===== src/rtl/core_pkg.sv =====
`timescale 1ns/1ps
// Shared core definitions: ALU/decoder operation codes, EX/MEM skid-buffer states and entry layout.
// Combinational helpers only; no timing or backpressure behaviour of its own.
package core_pkg;

    typedef logic [5:0] op_t;

    localparam op_t ADD   = 6'd0;
    localparam op_t SUB   = 6'd1;
    localparam op_t AND   = 6'd2;
    localparam op_t OR    = 6'd3;
    localparam op_t XOR   = 6'd4;
    localparam op_t NOR   = 6'd5;
    localparam op_t SLL   = 6'd6;
    localparam op_t SRL   = 6'd7;
    localparam op_t SRA   = 6'd8;
    localparam op_t SLT   = 6'd9;
    localparam op_t SLTU  = 6'd10;
    localparam op_t ADDI  = 6'd11;
    localparam op_t ANDI  = 6'd12;
    localparam op_t ORI   = 6'd13;
    localparam op_t XORI  = 6'd14;
    localparam op_t SLLI  = 6'd15;
    localparam op_t SRLI  = 6'd16;
    localparam op_t SRAI  = 6'd17;
    localparam op_t SLTI  = 6'd18;
    localparam op_t SLTIU = 6'd19;
    localparam op_t LUI   = 6'd20;
    localparam op_t AUIPC = 6'd21;
    localparam op_t MUL   = 6'd22;
    localparam op_t LW    = 6'd23;
    localparam op_t SW    = 6'd24;
    localparam op_t JR    = 6'd25;
    localparam op_t JALR  = 6'd26;
    localparam op_t JAL   = 6'd27;
    localparam op_t BEQ   = 6'd28;
    localparam op_t BNE   = 6'd29;
    localparam op_t BLT   = 6'd30;
    localparam op_t BGE   = 6'd31;
    localparam op_t BLTU  = 6'd32;
    localparam op_t BGEU  = 6'd33;

    typedef enum logic [1:0] {
        EMPTY = 2'd0,
        ONE   = 2'd1,
        TWO   = 2'd2
    } skid_state_t;

    typedef struct packed {
        logic [31:0] result;
        logic [4:0]  rd;
        logic        wb_en;
        logic        mem_rd;
        logic        mem_wr;
        logic [31:0] store_data;
    } mem_entry_t;

    // Register writeback happens for plain ALU ops, loads and the linking jumps.
    function automatic logic op_writes_back(input op_t op);
        return (op <= LW) || (op == JALR) || (op == JAL);
    endfunction

endpackage


===== src/rtl/branch_cmp.sv =====
`timescale 1ns/1ps
// Conditional-branch evaluator for BEQ..BGEU; zero for any other code.
// Purely combinational, no latency, no flow control.
module branch_cmp
    import core_pkg::*;
(
    input  logic [5:0]  alu_select,
    input  logic [31:0] alu_result,
    input  logic [31:0] operand1,
    input  logic [31:0] operand2,
    output logic        cond
);

    always_comb begin
        cond = 1'b0;
        case (alu_select)
            BEQ:     cond = (alu_result == 32'd0);
            BNE:     cond = (alu_result != 32'd0);
            BLT:     cond = ($signed(operand1) <  $signed(operand2));
            BGE:     cond = ($signed(operand1) >= $signed(operand2));
            BLTU:    cond = (operand1 <  operand2);
            BGEU:    cond = (operand1 >= operand2);
            default: cond = 1'b0;
        endcase
    end

endmodule


===== src/rtl/ex_mem_stage.sv =====
`timescale 1ns/1ps
// EX->MEM 2-entry skid buffer with writeback/memory decode and registered branch redirect.
// 1-cycle latency when empty; in_ready registered, drops while both entries are held; flush empties.
module ex_mem_stage
    import core_pkg::*;
(
    input  logic        clk,
    input  logic        rst_n,
    input  logic        in_valid,
    output logic        in_ready,
    input  logic [5:0]  alu_select,
    input  logic [31:0] alu_result,
    input  logic [31:0] operand1,
    input  logic [31:0] operand2,
    input  logic [31:0] pc,
    input  logic [31:0] br_offset,
    input  logic [4:0]  rd,
    input  logic        flush,
    input  logic        out_ready,
    output logic        out_valid,
    output logic [31:0] out_result,
    output logic [4:0]  out_rd,
    output logic        out_wb_en,
    output logic        out_mem_rd,
    output logic        out_mem_wr,
    output logic [31:0] out_store_data,
    output logic        redirect,
    output logic [31:0] redirect_pc
);

    skid_state_t state_q, state_d;
    mem_entry_t  head_q, head_d;
    mem_entry_t  tail_q, tail_d;
    logic        in_ready_q, in_ready_d;
    logic        redirect_q, redirect_d;
    logic [31:0] redirect_pc_q, redirect_pc_d;

    logic        br_cond;
    logic        is_jump;
    logic        taken;
    logic [31:0] target;
    logic        in_fire;
    logic        out_fire;
    mem_entry_t  new_entry;

    branch_cmp u_branch_cmp (
        .alu_select (alu_select),
        .alu_result (alu_result),
        .operand1   (operand1),
        .operand2   (operand2),
        .cond       (br_cond)
    );

    assign is_jump = (alu_select == JR) || (alu_select == JALR) || (alu_select == JAL);
    assign taken   = is_jump || br_cond;

    always_comb begin
        target = pc + br_offset;
        case (alu_select)
            JR, JAL: target = alu_result;
            JALR:    target = {alu_result[31:1], 1'b0};
            default: target = pc + br_offset;
        endcase
    end

    always_comb begin
        new_entry.result     = ((alu_select == JALR) || (alu_select == JAL)) ? (pc + 32'd4) : alu_result;
        new_entry.rd         = rd;
        new_entry.wb_en      = op_writes_back(alu_select) && (rd != 5'd0);
        new_entry.mem_rd     = (alu_select == LW);
        new_entry.mem_wr     = (alu_select == SW);
        new_entry.store_data = operand2;
    end

    // Flush wins over both handshakes in the same cycle.
    assign in_fire  = in_valid && in_ready_q && !flush;
    assign out_fire = (state_q != EMPTY) && out_ready && !flush;

    always_comb begin
        state_d       = state_q;
        head_d        = head_q;
        tail_d        = tail_q;
        redirect_d    = in_fire && taken;
        redirect_pc_d = redirect_pc_q;
        if (flush) begin
            state_d = EMPTY;
        end else begin
            case (state_q)
                EMPTY: begin
                    if (in_fire) begin
                        state_d = ONE;
                        head_d  = new_entry;
                    end
                end
                ONE: begin
                    if (in_fire && !out_fire) begin
                        state_d = TWO;
                        tail_d  = new_entry;
                    end else if (in_fire && out_fire) begin
                        head_d  = new_entry;
                    end else if (out_fire) begin
                        state_d = EMPTY;
                    end
                end
                TWO: begin
                    if (out_fire) begin
                        state_d = ONE;
                        head_d  = tail_q;
                    end
                end
                default: state_d = EMPTY;
            endcase
        end
        if (redirect_d) begin
            redirect_pc_d = target;
        end
        in_ready_d = (state_d != TWO);
    end

    always_ff @(posedge clk or negedge rst_n) begin
        if (!rst_n) begin
            state_q       <= EMPTY;
            head_q        <= '0;
            tail_q        <= '0;
            in_ready_q    <= 1'b1;
            redirect_q    <= 1'b0;
            redirect_pc_q <= 32'd0;
        end else begin
            state_q       <= state_d;
            head_q        <= head_d;
            tail_q        <= tail_d;
            in_ready_q    <= in_ready_d;
            redirect_q    <= redirect_d;
            redirect_pc_q <= redirect_pc_d;
        end
    end

    assign in_ready       = in_ready_q;
    assign out_valid      = (state_q != EMPTY);
    assign out_result     = head_q.result;
    assign out_rd         = head_q.rd;
    assign out_wb_en      = head_q.wb_en;
    assign out_mem_rd     = head_q.mem_rd;
    assign out_mem_wr     = head_q.mem_wr;
    assign out_store_data = head_q.store_data;
    assign redirect       = redirect_q;
    assign redirect_pc    = redirect_pc_q;

endmodule


===== config.mk =====
export PLATFORM = sky130hd
export DESIGN_NAME = ex_mem_stage
export DESIGN_NICKNAME = d
export VERILOG_FILES = /design/src/rtl/core_pkg.sv /design/src/rtl/branch_cmp.sv /design/src/rtl/ex_mem_stage.sv
export SDC_FILE = /design/constraint.sdc
export NUM_CORES = 1
export LEC_CHECK = 0
export CAP_MARGIN = 25
export CORE_UTILIZATION = 50
export CTS_CLUSTER_DIAMETER = 80
export DETAILED_ROUTE_END_ITERATION = 16
export PLACE_DENSITY = 0.81
export SYNTH_ARGS = -nofsm -noshare
export SYNTH_HDL_FRONTEND = slang
export SYNTH_HIERARCHICAL = 1
export SYNTH_SLANG_ARGS = --single-unit

===== constraint.sdc =====
create_clock -name clk -period 4.3 [get_ports clk]
set_input_delay 1.075 -clock clk [delete_from_list [all_inputs] [get_ports clk]]
set_output_delay 1.075 -clock clk [all_outputs]
set_load 0.01 [all_outputs]

==> results of run 1 <==
-- state kept, by name (all words and copies together), names as in the netlist --
signal          flops
state_q             2
out_store_data     32
out_mem_rd          1
out_mem_wr          1
out_wb_en           1
out_result         32
in_ready            1
tail_q             72
out_rd              5
redirect_pc        32
redirect            1
-- metrics by stage --
stage / worst slack, ns / power, uW / instance area (sq um) / instances
after floorplan: 0.7696 / 3282 / 11070 / 1274
after global placement: 0.002497 / 4316 / 14220 / 1792
after detailed placement: -0.2315 / 4377 / 14250 / 1793
after CTS: 0.1510 / 6100 / 14900 / 1825
after global routing: 0.1072 / 6386 / 14900 / 1825
final: 0.2369 / 6086 / 14900 / 1825
-- cells in the mapped netlist, drive strengths merged, types with 13 or more instances --
library cell / number
xor2: 27
dfrtp: 179
nor4: 15
mux2: 59
a21oi: 102
buf: 13
ha: 64
xnor2: 27
a21o: 18
nand2: 206
a31oi: 58
mux2i: 13
clkbuf: 56
o21ai: 78
nand4: 22
nand3: 35
inv: 50
nor2: 123
-- final timing paths --
path                             start               to  slack (ns)  depth (start not counted)
max                        operand2[1]  redirect_pc[31]        0.24                         15
min                         tail_q[41]       tail_q[41]        0.48                          2
max reg2reg                   in_ready       tail_q[21]        2.00                          5
min reg2reg                 tail_q[41]       tail_q[41]        0.48                          2
max in group asynchronous        rst_n       tail_q[19]        2.75                          2
min in group asynchronous        rst_n       tail_q[25]        0.65                          1
-- metal layers --
layer  vias up  track usage (%)
met4         0            10.80
met1      5129            42.57
met5         -                0
met3        71            6.265
li1       5020                -
met2       539            51.12
-- cell type report --
class / count / area, sq um
Fill cell: 1756 / 6854
Multi-Input combinational cell: 975 / 6145
Sequential cell: 180 / 4506
Timing Repair Buffer: 308 / 3064
Clock buffer: 20 / 456.7
Tap cell: 280 / 350.3
Clock inverter: 12 / 192.7
Inverter: 50 / 187.7
-- cells in the final DEF, fill, tap and decap left out, drive strengths merged, types with 8 or more instances in the layout --
cell,n
xor2,27
clkdlybuf4s50,281
mux2i,13
a31oi,58
inv,54
nand4,22
o21a,8
xnor2,27
nand2,206
nand3,35
mux2,59
nor2,123
buf,27
dfrtp,179
nor2b,8
nor4,15
or3,10
clkbuf,20
and3,11
a21oi,102
o211ai,8
o21ai,78
a21o,18
nor3,11
ha,64
-- repair_timing --
item	4_1_cts	5_1_grt
setup endpoints to repair	0	1
gates resized for setup	0	1
hold buffers	0	0
-- cell families after synthesis --
family,count (synthesis)
buffers and inverters,119
flip-flops,180
adder cells (fa/ha/maj),65
multiplexers,72
AO/OA/AOI/OAI,317
AND/OR/NAND/NOR,467
XOR/XNOR,54
-- power by group through the flow --
stage          Clock (uW)  Combinational (uW)  Sequential [uW]
4_1_cts              1730                1920             2450
6_report             1710                1920             2460
3_3_place_gp            0                1860             2460
5_1_grt              1790                2090             2500
3_5_place_dp            0                1910             2470
2_1_floorplan           0                 781             2500
-- worst register-to-register path: stages (launching register included) --
cell	delay, ns
sky130_fd_sc_hd__dfstp_2	0.55
sky130_fd_sc_hd__nand2_1	0.12
sky130_fd_sc_hd__or2_2	0.33
sky130_fd_sc_hd__or3_4	0.54
sky130_fd_sc_hd__buf_16	0.30
sky130_fd_sc_hd__mux2_2	0.35
==> PnR_summary.wiki, run 1 <==
{| class="wikitable"
! Metric !! Value
|-
| Run status || complete, no violations
|-
| Worst-margin pin slew || 0.9313 ns
|-
| Top-level I/O count || 283
|-
| Remaining max-slew budget at the tightest pin || approximately 38%
|-
| Max H-tree Level || 4
|-
| Primary FF master, synth || sky130_fd_sc_hd__dfrtp_1
|-
| Clk_lat worst skew || 0.43 ns
|-
| Yosys warns || 6
|-
| Max-cap viol count || 0
|-
| Gate family responsible for the most delay along the worst path || compound AO/OA/AOI/OAI gates
|-
| Portion of total power attributed to sequential cells || approximately two fifths
|-
| Wire length of the first global-routing pass || 54590 um
|-
| Die Width || between 150 and 200 um
|-
| Power per Cell Area || 408.4 nW/um^2
|-
| Post-Route Skew || 0.01194 ns
|-
| Net count after synthesis || 1515
|-
| Crit. End Element || flip-flop
|-
| Top cells by area, synth || sky130_fd_sc_hd__dfrtp_1, sky130_fd_sc_hd__ha_1, sky130_fd_sc_hd__nand2_1
|-
| Library cells used by synthesis || 73
|-
| Synthesis-stage register bit count || 180
|-
| Vias in the first global route || 10170
|-
| Number of enable-type register cells in the synthesized netlist || 0
|-
| Kind of path behind the tightest hold check || reg -> reg
|-
| Violation count after the first detailed-route iteration || 866
|-
| TritonCTS Buffers || 17
|-
| Switching power || 1882 uW
|-
| Max Clock Freq || ~250 MHz
|-
| Combinational family with the most area after synthesis || simple AND/OR/NAND/NOR gates
|-
| Count of unresolved DRC violations after routing || 0
|-
| Post-synthesis sequential area ratio || 40.70%
|-
| Buffers added on ports || 282
|-
| Die area || roughly 23000 sq um
|-
| Hold Slack || 0.4827 ns
|-
| Comb pwr share || a little under a third
|-
| Async S/R FF share, synth || 100.0%
|-
| Signal arrival time at the worst endpoint || 4.42 ns
|-
| Count of antenna-violating nets left after detailed routing || 0
|-
| Startpoint types || primary input
|-
| CTS max path bufs || 2
|-
| Largest fanout on the critical path || 5
|-
| Synth Area in Simple Gates || 19.07%
|-
| Core Footprint || between 20000 and 25000 sq um
|-
| CP max-delay cell || sky130_fd_sc_hd__a2111oi_1
|-
| Final net count || about 1800
|-
| Initial antenna violation count || 0
|-
| Mean instance size in the synthesized netlist || 8.689 sq um
|-
| Signed area change from the synthesized netlist to the final layout || 34.62%
|-
| Routed WL || 35950 um
|-
| Setup-violating endpoint count in the final report || 0
|-
| Fin. max-slew vios || 0
|-
| Internal portion of total power || 4205 uW
|-
| Final core utilization || 68.50%
|-
| Proportion of power drawn by the clock network || between 20 and 30%
|-
| Synthesized area || 11070 sq um
|-
| Leftover overflow at the end of global routing || 0
|-
| Fraction of final layout cells with drive strength greater than 1 || 8.932%
|-
| Synthesized instance count || 1274
|-
| Clock-pin slew on the worst setup and hold paths || 0.06 ns
|-
| Complex-gate fraction of the synthesized area || 17.24%
|-
| Delay of the slowest cell on the worst path || 0.56 ns
|-
| Share of Yosys cell area claimed by the top area cell type || ~40%
|-
| Fin crit share || 94.49%
|-
| Buffers inserted by post-CTS timing repair || 0
|-
| Worst Path Required || approximately 4.7 ns
|-
| Start-to-end type of the worst setup path || in -> reg
|-
| Cell mode on critical path || sky130_fd_sc_hd__mux2i_1
|-
| Die Y || 150.8 um
|-
| Leakage || between 0.006 and 0.007 uW
|-
| Root buf cell || sky130_fd_sc_hd__clkbuf_16
|-
| GP Congestion || between 0.9 and 1
|-
| Number of vias per cell || 5.895
|-
| Post-synth top area cell || sky130_fd_sc_hd__dfrtp_1
|-
| Router iterations before antenna repair || 5
|-
| Minimum period implied by the final worst setup slack || 4.063 ns
|-
| Peak supply drop || approximately 0.24 mV
|-
| Share of cell area taken by muxes after synthesis || 7.178%
|-
| Series of cell instances along the critical path || clkdlybuf4s50_1 > inv_1 > ha_1 > nor2b_1 > o211ai_1 > a2111oi_1 > o31ai_1 > nand3_1 > mux2i_1 > o21ai_2 > inv_2 > nand2_1 > or3_1 > mux2i_1 > or2_1
|-
| Initial core utilization || 50.88%
|-
| Highest routed metal layer || met4
|-
| Met1 routed wirelength after detailed routing || around 15000 um
|-
| Pin count of the biggest net entering global routing || 111
|-
| Via count || 10760
|-
| Net switching share of the total power || between 30% and 40%
|-
| Detail Route met2 WL || between 15000 and 20000 um
|-
| Arithmetic-cell share of the synthesized area counting full adders, half adders and majority gates || 7.415%
|-
| Setup repair after global routing missed its margin || no
|-
| Number of hold violations in the final report || 0
|-
| GRT Overall Usage || between 30% and 40%
|-
| Wire length per cell after detailed routing || 19.70 um
|-
| WP buf/inv || 3
|-
| TritonCTS sink count || 180
|-
| Antenna cells || 0
|-
| Clock tree from TritonCTS || done
|-
| Xor and xnor area share after synthesis || 4.273%
|-
| Setup TNS || 0 ns
|-
| Routed met3 length || 3312 um
|-
| Number of rows created at floorplan || 54
|-
| Total half-perimeter wirelength after legalization and detailed placement || 27220 um
|}
(Power assumes the default switching activity.)
==> run 2: changes to the inputs <==
==> constraint.sdc (replaced) <==
create_clock -name clk -period 4.7 [get_ports clk]
set_input_delay 1.175 -clock clk [delete_from_list [all_inputs] [get_ports clk]]
set_output_delay 1.175 -clock clk [all_outputs]
set_load 0.01 [all_outputs]
==> PnR_summary.wiki, run 2 (synthesized netlist as in run 1, its figures left out) <==
{| class="wikitable"
! Metric !! Value
|-
| Hold Path Cell Cnt || 2
|-
| Worst Path Required || 5.06 ns
|-
| Largest fanout on the critical path || 7
|-
| Delay of the slowest cell on the worst path || roughly 0.6 ns
|-
| Max-cap viol count || 0
|-
| Setup-violating endpoint count in the final report || 0
|-
| Setup slack, reg-to-reg || about 2.4 ns
|-
| Hold Slack || 0.4822 ns
|-
| GRT Overall Usage || 30.97%
|-
| Top-level I/O count || 283
|-
| Fin crit share || 88.08%
|-
| Buffers added on ports || 282
|-
| Signed area change from the synthesized netlist to the final layout || 34.19%
|-
| Buffers inserted by post-CTS timing repair || 0
|-
| Die Y || between 150 and 200 um
|-
| Series of cell instances along the critical path || clkdlybuf4s50_1 > inv_1 > ha_1 > nor2b_1 > o211ai_1 > a2111oi_0 > o31ai_1 > nand3_1 > mux2i_1 > o21ai_2 > inv_2 > nand2_1 > or3_1 > mux2i_1 > or2_1
|-
| Critical register-to-register path startpoint || in_ready
|-
| Remaining max-slew budget at the tightest pin || 38.18%
|-
| Cell mode on critical path || sky130_fd_sc_hd__mux2i_1
|-
| Clock-pin slew on the worst setup and hold paths || approximately 0.07 ns
|-
| Number of rows created at floorplan || 54
|-
| Die Width || approximately 150 um
|-
| Initial antenna violation count || 0
|-
| Largest register FFs || 72
|-
| Worst-margin pin slew || 0.9273 ns
|-
| Final net count || between 1500 and 2000
|-
| Most frequent cells in the layout || sky130_fd_sc_hd__clkdlybuf4s50_1, sky130_fd_sc_hd__nand2_1, sky130_fd_sc_hd__dfrtp_1
|-
| Startpoint types || primary input
|-
| Run status || complete, no violations
|-
| Fill cell total of the finished layout || between 1500 and 2000
|-
| Routed WL || 35220 um
|-
| Setup repair after global routing missed its margin || no
|-
| Signal arrival time at the worst endpoint || 4.50 ns
|-
| Clk_lat worst skew || 0.43 ns
|-
| CP max-delay cell || sky130_fd_sc_hd__a2111oi_0
|-
| Via count || 10670
|-
| Setup TNS || 0 ns
|-
| Max Clock Freq || 241.6 MHz
|-
| Start-to-end type of the worst setup path || in -> reg
|-
| Count of antenna-violating nets left after detailed routing || 0
|-
| Router iterations before antenna repair || 5
|-
| Vias in the first global route || 10210
|-
| TritonCTS Buffers || 17
|-
| Pin count of the biggest net entering global routing || 107
|-
| Total half-perimeter wirelength after legalization and detailed placement || 26900 um
|-
| Max H-tree Level || 4
|-
| Minimum period implied by the final worst setup slack || 4.140 ns
|-
| TritonCTS sink count || 180
|-
| Kind of path behind the tightest hold check || reg -> reg
|-
| WHS Endpoint || redirect_pc[11]
|-
| Initial core utilization || 50.88%
|-
| Fraction of final layout cells with drive strength greater than 1 || 8.820%
|-
| Post-Route Skew || 0.008964 ns
|-
| Worst r2r dst || tail_q[52]
|-
| Launch point of the worst hold path || redirect_pc[11]
|-
| Die area || approximately 23000 sq um
|-
| Wire length of the first global-routing pass || 53320 um
|-
| Gate family responsible for the most delay along the worst path || compound AO/OA/AOI/OAI gates
|-
| Leakage || about 0.0065 uW
|-
| Count of unresolved DRC violations after routing || 0
|-
| Core Footprint || roughly 22000 sq um
|-
| GP Congestion || ~0.95
|-
| Antenna cells || 0
|-
| Post-cts resize count || 0
|-
| Peak supply drop || between 0.15 and 0.2 mV
|-
| Worst Reg2Reg Path Length in Cells || 5
|-
| Leftover overflow at the end of global routing || 0
|-
| WP buf/inv || 3
|-
| Most common cell after layout, fill and taps aside || sky130_fd_sc_hd__clkdlybuf4s50_1
|-
| Power per Cell Area || ~370 nW/um^2
|-
| # hold bufs at CTS || 0
|-
| Clock tree from TritonCTS || done
|-
| Violation count after the first detailed-route iteration || about 840
|-
| CTS max path bufs || 2
|-
| Number of hold violations in the final report || 0
|-
| Wire length per cell after detailed routing || 19.33 um
|-
| Fin. max-slew vios || 0
|-
| Number of vias per cell || 5.855
|-
| Crit. End Element || flip-flop
|-
| Biggest register || tail_q
|-
| Root buf cell || sky130_fd_sc_hd__clkbuf_16
|}
-- run 2: cell count changes in the layout (fill, tap and decap cells not counted), sizes merged --
cell,before,now
bufinv,4,3
buf,27,24
clkbuf,20,17
inv,54,53
clkinv,4,3
clkinvlp,0,6
-- run 2: final cells by class --
| type | instances | area [sq um] | share of cell area, % |
|---|---|---|---|
| clock buffers | 17 | 425.4 | 2.864 |
| clock inverters | 15 | 180.2 | 1.213 |
| inverters | 50 | 187.7 | 1.263 |
| multi-input cells | 975 | 6143 | 41.36 |
| flip-flops and latches | 180 | 4506 | 30.33 |
| well taps | 280 | 350.3 | 2.358 |
| repair buffers | 305 | 3062 | 20.61 |
-- run 2: tightest hold or removal path, delay by kind of cell, from the launching register on --
family	cells	cell delay, ns
DFF	1	0.34
AOI/OAI and AO/OA	1	0.06
and+or+nand+nor	1	0.05
-- run 2: per-stage QoR --
| stage | instance area, sq um | std cells | power (uW) | setup slack (ns) | util [%] |
|---|---|---|---|---|---|
| floorplan | 11070 | 1274 | 3003 | 1.070 | - |
| global placement | 14190 | 1788 | 3942 | 0.2273 | 65.24 |
| detailed placement | 14220 | 1789 | 3998 | 0.2219 | 65.37 |
| CTS | 14830 | 1821 | 5478 | 0.6565 | 68.15 |
| global route | 14850 | 1822 | 5749 | 0.4872 | 68.28 |
| finish | 14850 | 1822 | 5467 | 0.5602 | 68.28 |
-- run 2: worst max path at each step --
stage	startpoint	to	slack, ns	depth (start not counted)
floorplan	operand2[7]	redirect_pc[31]	1.07	15
global placement	operand2[14]	redirect_pc[28]	0.23	13
detailed placement	operand2[1]	redirect_pc[28]	0.22	14
CTS	operand2[13]	redirect_pc[31]	0.66	14
global route	operand2[1]	redirect_pc[28]	0.49	14
finish	operand2[1]	redirect_pc[31]	0.56	15
-- run 2: per-layer routing --
metal	wire [um]	track usage (%)
met5	0	0
met4	1050	11.05
met3	3338	6.627
met2	16180	49.77
met1	14650	41.15
-- run 2: where the power goes --
| group | switching [uW] | leakage, uW | internal [uW] | total, uW |
|---|---|---|---|---|
| clock network | 631 | 0.000278 | 840 | 1470 |
| logic | 801 | 0.00407 | 948 | 1750 |
| registers | 279 | 0.00214 | 1970 | 2250 |
| total | 1710 | 0.00649 | 3760 | 5470 |
